==> src/rtl/instr_fetch_unit.sv <==
`default_nettype none
// ============================================================================
// Module   : instr_fetch_unit
// Purpose  : Fetch stage. Owns the fetch PC, issues word reads to instruction
//            memory over req/ack, queues returned words with their PC for
//            decode, flushes on execute redirects, and halts with a sticky
//            fault when the fetch address leaves instruction memory.
// Revision : 1.0 - initial release
// ============================================================================
module instr_fetch_unit #(
    parameter int unsigned DEPTH      = 4,
    parameter logic [31:0] RESET_PC   = 32'h0000_0000,
    parameter logic [31:0] ADDR_LIMIT = 32'd32768
) (
    input  logic        clk,
    input  logic        rst,
    input  logic        redirect_valid,
    input  logic [31:0] redirect_pc,
    output logic        imem_req,
    output logic [31:0] imem_addr,
    input  logic        imem_ack,
    input  logic [31:0] imem_rdata,
    output logic        if_valid,
    input  logic        if_ready,
    output logic [31:0] if_instr,
    output logic [31:0] if_pc,
    output logic [31:0] if_pc4,
    output logic        fetch_fault
);

    localparam int unsigned c_PTR_W = (DEPTH > 1) ? $clog2(DEPTH) : 1;
    localparam int unsigned c_CNT_W = c_PTR_W + 1;

    localparam logic [c_CNT_W-1:0] c_DEPTH   = c_CNT_W'(DEPTH);
    localparam logic [c_CNT_W-1:0] c_CNT_ONE = c_CNT_W'(1);
    localparam logic [c_PTR_W-1:0] c_PTR_ONE = c_PTR_W'(1);

    localparam logic [1:0] c_S_IDLE  = 2'd0;
    localparam logic [1:0] c_S_REQ   = 2'd1;
    localparam logic [1:0] c_S_DRAIN = 2'd2;
    localparam logic [1:0] c_S_HALT  = 2'd3;

    logic [1:0]         r_state;
    logic [1:0]         w_state_nxt;
    logic [31:0]        r_fetch_pc;
    logic               r_req;
    logic [31:0]        r_addr;
    logic               r_fault;

    logic [31:0]        r_q_pc    [DEPTH];
    logic [31:0]        r_q_instr [DEPTH];
    logic [c_PTR_W-1:0] r_wptr;
    logic [c_PTR_W-1:0] r_rptr;
    logic [c_CNT_W-1:0] r_count;

    logic               w_ack;
    logic               w_pop;
    logic               w_push;
    logic [31:0]        w_pc_inc;
    logic               w_cur_legal;
    logic               w_inc_legal;
    logic [c_CNT_W-1:0] w_count_after;

    logic               w_req_nxt;
    logic [31:0]        w_addr_nxt;
    logic [31:0]        w_fetch_pc_nxt;
    logic               w_fault_nxt;

    // An ack only means something while a request is on the bus
    assign w_ack       = r_req & imem_ack;
    assign w_pop       = if_valid & if_ready;
    // Data returned in a redirect cycle belongs to the squashed path
    assign w_push      = (r_state == c_S_REQ) & w_ack & ~redirect_valid;
    assign w_pc_inc    = r_fetch_pc + 32'd4;
    assign w_cur_legal = (r_fetch_pc < ADDR_LIMIT);
    assign w_inc_legal = (w_pc_inc < ADDR_LIMIT);
    assign w_count_after = r_count + (w_push ? c_CNT_ONE : '0) - (w_pop ? c_CNT_ONE : '0);

    // State register
    always_ff @(posedge clk or posedge rst) begin
        if (rst) begin
            r_state <= c_S_IDLE;
        end else begin
            r_state <= w_state_nxt;
        end
    end

    // Next-state logic; a redirect overrides every state
    always_comb begin
        w_state_nxt = r_state;
        if (redirect_valid) begin
            w_state_nxt = (r_req && !imem_ack) ? c_S_DRAIN : c_S_IDLE;
        end else begin
            case (r_state)
                c_S_IDLE: begin
                    if (!w_cur_legal)           w_state_nxt = c_S_HALT;
                    else if (r_count < c_DEPTH) w_state_nxt = c_S_REQ;
                end
                c_S_REQ: begin
                    if (w_ack) begin
                        if (!w_inc_legal)                 w_state_nxt = c_S_HALT;
                        else if (w_count_after < c_DEPTH) w_state_nxt = c_S_REQ;
                        else                              w_state_nxt = c_S_IDLE;
                    end
                end
                c_S_DRAIN: begin
                    if (w_ack) w_state_nxt = c_S_IDLE;
                end
                default: w_state_nxt = c_S_HALT;
            endcase
        end
    end

    // Output logic: next values of the registered bus, fetch PC and fault
    always_comb begin
        w_req_nxt      = r_req;
        w_addr_nxt     = r_addr;
        w_fetch_pc_nxt = r_fetch_pc;
        w_fault_nxt    = r_fault;
        if (redirect_valid) begin
            w_fetch_pc_nxt = {redirect_pc[31:2], 2'b00};
            w_fault_nxt    = 1'b0;
            // Memory cannot cancel: keep req up until the pending ack lands
            w_req_nxt      = r_req & ~imem_ack;
        end else begin
            case (r_state)
                c_S_IDLE: begin
                    if (!w_cur_legal) begin
                        w_fault_nxt = 1'b1;
                        w_req_nxt   = 1'b0;
                    end else if (r_count < c_DEPTH) begin
                        w_req_nxt  = 1'b1;
                        w_addr_nxt = r_fetch_pc;
                    end
                end
                c_S_REQ: begin
                    if (w_ack) begin
                        w_fetch_pc_nxt = w_pc_inc;
                        if (!w_inc_legal) begin
                            w_fault_nxt = 1'b1;
                            w_req_nxt   = 1'b0;
                        end else if (w_count_after < c_DEPTH) begin
                            w_req_nxt  = 1'b1;
                            w_addr_nxt = w_pc_inc;
                        end else begin
                            w_req_nxt = 1'b0;
                        end
                    end
                end
                c_S_DRAIN: begin
                    if (w_ack) w_req_nxt = 1'b0;
                end
                default: w_req_nxt = 1'b0;
            endcase
        end
    end

    // Fetch PC, memory bus and fault registers
    always_ff @(posedge clk or posedge rst) begin
        if (rst) begin
            r_fetch_pc <= RESET_PC;
            r_req      <= 1'b0;
            r_addr     <= RESET_PC;
            r_fault    <= 1'b0;
        end else begin
            r_fetch_pc <= w_fetch_pc_nxt;
            r_req      <= w_req_nxt;
            r_addr     <= w_addr_nxt;
            r_fault    <= w_fault_nxt;
        end
    end

    // Queue pointers and occupancy; a redirect empties the queue
    always_ff @(posedge clk or posedge rst) begin
        if (rst) begin
            r_wptr  <= '0;
            r_rptr  <= '0;
            r_count <= '0;
        end else if (redirect_valid) begin
            r_wptr  <= '0;
            r_rptr  <= '0;
            r_count <= '0;
        end else begin
            if (w_push) r_wptr <= r_wptr + c_PTR_ONE;
            if (w_pop)  r_rptr <= r_rptr + c_PTR_ONE;
            r_count <= w_count_after;
        end
    end

    // Queue storage; contents are qualified by the count, so no reset
    always_ff @(posedge clk) begin
        if (w_push) begin
            r_q_pc[r_wptr]    <= r_fetch_pc;
            r_q_instr[r_wptr] <= imem_rdata;
        end
    end

    assign imem_req    = r_req;
    assign imem_addr   = r_addr;
    assign fetch_fault = r_fault;
    assign if_valid    = (r_count != '0) & ~redirect_valid;
    assign if_instr    = if_valid ? r_q_instr[r_rptr]       : 32'd0;
    assign if_pc       = if_valid ? r_q_pc[r_rptr]          : 32'd0;
    assign if_pc4      = if_valid ? r_q_pc[r_rptr] + 32'd4  : 32'd0;

endmodule
`default_nettype wire

==> config.mk <==
export PLATFORM = sky130hd
export DESIGN_NAME = instr_fetch_unit
export DESIGN_NICKNAME = d
export VERILOG_FILES = /design/src/rtl/instr_fetch_unit.sv
export SDC_FILE = /design/constraint.sdc
export NUM_CORES = 1
export LEC_CHECK = 0
export BUFFER_PORTS_ARGS = -buffer_cell sky130_fd_sc_hd__buf_2
export CAP_MARGIN = 0
export CORE_MARGIN = 1
export CORE_UTILIZATION = 30
export DETAILED_ROUTE_END_ITERATION = 7
export SYNTH_ARGS = -nofsm -noshare
export SYNTH_HDL_FRONTEND = slang
export SYNTH_SLANG_ARGS = --single-unit
==> constraint.sdc <==
create_clock -name clk -period 9.69 [get_ports clk]
set_input_delay 0.4845 -clock clk [delete_from_list [all_inputs] [get_ports clk]]
set_output_delay 0.4845 -clock clk [all_outputs]
set_load 0.01 [all_outputs]
==> reports/metrics.cfg, run 1 <==
[placed_design]
portBuffers=191
dp_hpwl_um=20800
place_congestion=0.767
placed_cell_area_um2=15600

[power]
comb_power_share_pct=21.9
seqPwrFrac_pct=41.5
p_sw_share_pct=28.2
leakage_nw=6.30
clkPwrFrac_pct=36.6
power_density_nw_per_um2=233
vdd_ir_drop_max_mv=0.128
power.switching_w=0.00111
p_int_w=0.00283

[grt]
grtUsageMet1_pct=18.3
antenna_found_initial=1
grt-ovfl-total=0
grt.met2_usage_pct=22.0
grt_use_total_pct=13.9
top_usage_layer=met2
use_met3_pct=3.73
grt_pass1_wl_um=50100
grt_max_degree=74
grt_pass1_vias=8490

[worst_setup_path]
worstPathCellList=buf_4, mux4_2, ha_1, nand3_1, or2_2, nor3_1, nand2b_1, nor3_1, xnor2_1, nor2_1, buf_2
required_ns=9.21
worstSetupPathType=flop to primary output
rr_worst_depth=13
cp_num_buf_inv=2
cp.arrival_ns=4.48
worst_path_most_repeated_cell=nor3_1
timing.rr.end=imem_addr[13]
slowest_delay_ns=0.81
start_kind=flop
r2r_start=r_state[0]
crit_family=simple AND/OR/NAND/NOR gates
cp_slowest_cell=buf_4
cp_max_fo=45
critPathLaunch=r_rptr[0]
cp-end-kind=primary output
ff2ff_setup_slack_ns=5.71

[floorplanning]
start_util_pct=30.4
die_w_um=219
rows=79
io_pins=200
core-area_um2=46500
die_h_um=219
dieArea_um2=47900

[route]
vias=8350
dr.pass1.iters=5
viasPerCell=4.69
wire_per_inst_um=18.5
totalWireLength_um=32900
drc=0
drtAntennaViolNets=0
drt_iter0_drc=622

[sta]
fin_crit_ns=4.97
slew-limit-headroom_pct=32.4
fmax_mhz=201
worst_pin_slew_ns=1.01
grt_setup_unrepaired=no
drv_slew=0
finalSetupTns_ns=0
hold_violations=0
min_period_over_period_pct=51.3
clock_skew_ns=0.0106
finalSetupViolCount=0

[cts]
clkLatencyLatePin_ns=0.53
clockBufferDepth=3
cts_tree=done
hold_buffers=0
cts_buffers=36
path_clk_slew_ns=0.06
clkSinkCount=319
clockRootBuffer=clkbuf_16
post_cts_buffers=0
htree_levels=2
cts_resized=0

[synthesis]
synth.ff_latch_count=319
synth_edf_count=248
yosysWarnings=0
synth.area.top_cells=edfxtp_1, dfrtp_1, mux4_2
synthFlopType=edfxtp_1
synth_commonest_cells=edfxtp_1, dfrtp_1, nand2_1
synthArstFlopShare_pct=22.3
synth.most_common_cell=edfxtp_1
seq_area_frac_synth_pct=65.3
synth_top_cell_by_area=edfxtp_1
synth_top_area_share_pct=52.7
synth_cell_types=58
synthCells=963
syn-cell-area_um2=14100
syn_avg_cell_area_um2=14.7

[layout]
fill_cells=4462
fin_area_um2=16900
area_growth_pct=19.7
drive_gt1_share_pct=30.2
final_nets=1226

[min_path]
min_from=redirect_pc[22]
hold_end=r_fetch_pc[22]
min_path_type=input port to flop
hold_depth=3

[job]
drv_cap=0

[run_status]
status=finished, final reports clean

==> power groups by stage <==
stage	sequential (W)	combinational, W	clock (W)
after floorplan	0.00162	0.000619	0
after global routing	0.00165	0.000957	0.00153
after global placement	0.00166	0.000877	0
after CTS	0.00164	0.000883	0.00149
after detailed placement	0.00167	0.000879	0
final	0.00164	0.000864	0.00144
==> registers in the layout (all words and copies together), names as in the netlist <==
register,flops
fetch_fault,1
imem_req,1
r_rptr,2
r_wptr,2
r_count,3
imem_addr,30
r_state,2
r_q_pc,120
r_q_instr,128
r_fetch_pc,30
==> cell families after synthesis <==
family | Yosys count | share of synthesized area, %
AO/OA/AOI/OAI | 78 | 3.27
XOR/XNOR | 69 | 4.28
adder cells (fa/ha/maj) | 9 | 0.851
buffers and inverters | 86 | 2.81
flip-flops | 319 | 65.3
multiplexers | 78 | 11.4
other | 1 | 0.0266
AND/OR/NAND/NOR | 323 | 12.1
==> cells in the final DEF, fill, tap and decap left out, drive strengths merged, types with 11 or more instances in the layout <==
master    n
nor2     68
xnor2    43
buf     201
nor3     22
o21ai    43
mux2     12
nor2b    19
dfrtp    71
clkbuf   43
edfxtp  248
and3     11
nand4    12
and2     60
nand2    69
a21oi    16
xor2     26
nand3    26
inv      28
mux4     62
or3      11
==> worst reg2reg max path, stage by stage (launching register included) <==
cell and delay [ns]:
dfrtp_1 0.55, inv_1 0.13, nor2_1 0.32, nand3_1 0.41, nor2_1 0.20, inv_1 0.06, ha_1 0.26, inv_1 0.03
ha_1 0.18, fa_1 0.37, xnor2_1 0.21, nor4_1 0.31, a22o_4 0.44, mux2_2 0.40
==> layout make-up <==
class,instances,area (µm²),share of cell area (%)
inverters,27,101,0.600
diodes,2,5.00,0.0296
flip-flops and latches,319,9230,54.6
clock inverters,20,285,1.69
repair buffers,201,1030,6.10
multi-input cells,563,4520,26.8
clock buffers,43,968,5.73
well taps,607,759,4.49
==> through the flow <==
step                      std cells  util (%)  setup slack [ns]  hold WS (ns)  power (W)
final                          1782      36.4              4.72         0.172    0.00394
after global routing           1780      36.4              4.20         0.151    0.00414
after CTS                      1780      36.4              4.41         0.133    0.00401
after detailed placement       1717      33.7              4.99         0.483    0.00254
after global placement         1717      33.7              5.00         0.477    0.00254
after floorplan                 968         -              6.37         0.471    0.00224
==> layer usage <==
layer / wire [µm] / share of wire (%) / vias up
li1: - / - / 3914
met5: 0 / 0 / -
met2: 15000 / 46 / 247
met3: 2360 / 7.2 / 50
met4: 732 / 2.2 / 0
met1: 14900 / 45 / 4139
==> how the worst max path moves through the flow <==
stage               endpoint  slack [ns]  cells past startpoint
2_1_floorplan  imem_addr[10]        6.37                     15
6_report          if_pc4[30]        4.72                     11
3_5_place_dp      if_pc4[30]        4.99                     11
5_1_grt           if_pc4[30]        4.20                     11
3_3_place_gp      if_pc4[30]        5.00                     11
4_1_cts           if_pc4[30]        4.41                     11
(Power assumes the default switching activity.)
==> inputs of run 2 (changes only) <==
- clock period: 9.69 -> 4.86 ns (I/O delays scaled with it)
==> reports/metrics.cfg, run 2 (synthesis results as in run 1) <==
[worst_setup_path]
cp-end-kind=primary output
required_ns=4.62  ; -4.59 ns
worstSetupPathType=flop to primary output
start_kind=flop
r2r_start=r_state[0]
cp_max_fo=32  ; -29%
ff2ff_setup_slack_ns=0.95  ; -4.76 ns
timing.rr.end=imem_addr[13]
cp.arrival_ns=3.72  ; -0.76 ns
rr_worst_depth=13  ; unchanged

[grt]
grt_pass1_wl_um=51400  ; +2.6%
antenna_found_initial=1  ; unchanged
grt_pass1_vias=8840  ; +4.1%
grt_max_degree=73  ; -1.4%
grt-ovfl-total=0  ; unchanged
grt_use_total_pct=14.2  ; +0.28 points

[run_status]
status=finished, final reports clean

[job]
drv_cap=0  ; unchanged

[placed_design]
portBuffers=191  ; unchanged
place_inst=1721  ; +0.23%
dp_hpwl_um=21500  ; +3.5%
place_congestion=0.779  ; +1.5%

[layout]
drive_gt1_share_pct=28.1  ; -2.1 points
final_nets=1291  ; +5.3%
final_cell_mix=edfxtp_1, buf_2, nand2_1, dfrtp_1, nor2_1
largest_register=r_q_instr
multiInputGateArea_um2=4520  ; unchanged
ff_latch_area_um2=9230  ; unchanged
final_common_cell=edfxtp_1
fill_cells=4470  ; +0.18%
largest_reg_flops=128  ; unchanged
area_growth_pct=23.3
top_regs=r_q_instr x128, r_q_pc x120
postLayoutCoreUtil_pct=37.5  ; +1.1 points
fin_cells=1845  ; +3.5%

[min_path]
min_path_type=input port to asynchronous set/reset pin

[cts]
htree_levels=2  ; unchanged
clockRootBuffer=clkbuf_16
clkSinkCount=319  ; unchanged
clkLatencyLatePin_ns=0.53  ; about the same
cts_tree=done
post_cts_buffers=0  ; unchanged
cts_buffers=35  ; -2.8%
clockBufferDepth=3  ; unchanged
path_clk_slew_ns=0.06  ; about the same

[sta]
fmax_mhz=252
worst_pin_slew_ns=1.01  ; -0.00775 ns
fin_hold_ws_ns=0.00334  ; -0.169 ns
finalSetupTns_ns=0  ; unchanged
clock_skew_ns=0.0154  ; +0.00482 ns
drv_slew=0  ; unchanged
fin_crit_ns=3.96
hold_violations=0  ; unchanged
slew-limit-headroom_pct=32.9  ; +0.52 points
grt_setup_unrepaired=no
finalSetupViolCount=0  ; unchanged
min_period_over_period_pct=81.5

[route]
wire_per_inst_um=18.3  ; -0.86%
drt_iter0_drc=544  ; -13%
drtAntennaViolNets=0  ; unchanged
dr.pass1.iters=5  ; unchanged
viasPerCell=4.69  ; +0.11%
wl_met2_um=15800  ; +5.2%
met1_length_um=15300  ; +2.9%
totalWireLength_um=33800  ; +2.6%
drc=0  ; unchanged
vias=8655  ; +3.7%
highest_layer=met4
wl_met3_um=2030  ; -14%

[power]
vdd_ir_drop_max_mv=0.239  ; +87%
power_density_nw_per_um2=438  ; +88%
leakage_nw=6.49  ; +3.2%

[floorplanning]
start_util_pct=30.4  ; unchanged
dieArea_um2=47900  ; unchanged
die_w_um=219  ; unchanged
rows=79  ; unchanged
io_pins=200  ; unchanged
core-area_um2=46500  ; unchanged
die_h_um=219  ; unchanged

run 2: stage by stage:
stage	cell area, µm²	power, W	setup slack (ns)
floorplan	14100	0.00447	1.73
global placement	15700	0.00508	0.977
detailed placement	15700	0.00510	0.967
CTS	17400	0.00774	0.710
global route	17400	0.00799	0.568
finish	17400	0.00762	0.898
run 2: layout make-up:
cell class / count / share of cell area [%]
sequential: 319 / 53.0
multi-input combinational: 563 / 26.0
timing repair buffer: 267 / 9.66
clock buffer: 50 / 5.71
tap: 607 / 4.36
clock inverter: 11 / 0.654
inverter: 27 / 0.582
antenna: 1 / 0.0144
run 2: timing repair:
item / in CTS / in global routing
hold endpoints to repair: 158 / 0
gates resized for setup: 0 / 0
hold buffers: 62 / 0
run 2: worst max-delay path: stages, from the launching register on:
cell	delay, ns
dfrtp_4	0.54
buf_4	0.59
mux4_2	0.44
and4_1	0.24
nand3_1	0.11
or3_1	0.56
or3_1	0.36
a21oi_1	0.18
buf_2	0.16
run 2: worst max-delay path by stage:
stage / endpoint / from / slack, ns / cells past startpoint
6_report: if_pc4[19] / r_rptr[0] / 0.90 / 8
5_1_grt: if_pc4[19] / r_rptr[0] / 0.57 / 8
4_1_cts: if_pc4[30] / r_rptr[0] / 0.71 / 10
3_5_place_dp: imem_addr[13] / r_state[0] / 0.97 / 13
3_3_place_gp: imem_addr[13] / r_state[0] / 0.98 / 13
2_1_floorplan: r_q_instr[0][0] / r_state[1] / 1.73 / 5
run 2: layer usage:
metal / vias up / track usage [%]
li1: 4043 / -
met1: 4306 / 19.4
met2: 257 / 22.5
met3: 49 / 2.91
met4: 0 / 4.44
met5: - / 0
run 2: report_power, final:
part           total [W]  switching (W)  internal [W]  leakage (nW)
clock network    0.00257        0.00103       0.00153         0.536
registers        0.00324       0.000166       0.00307          3.14
logic            0.00181       0.000996      0.000817          2.82
total            0.00762        0.00219       0.00542          6.49
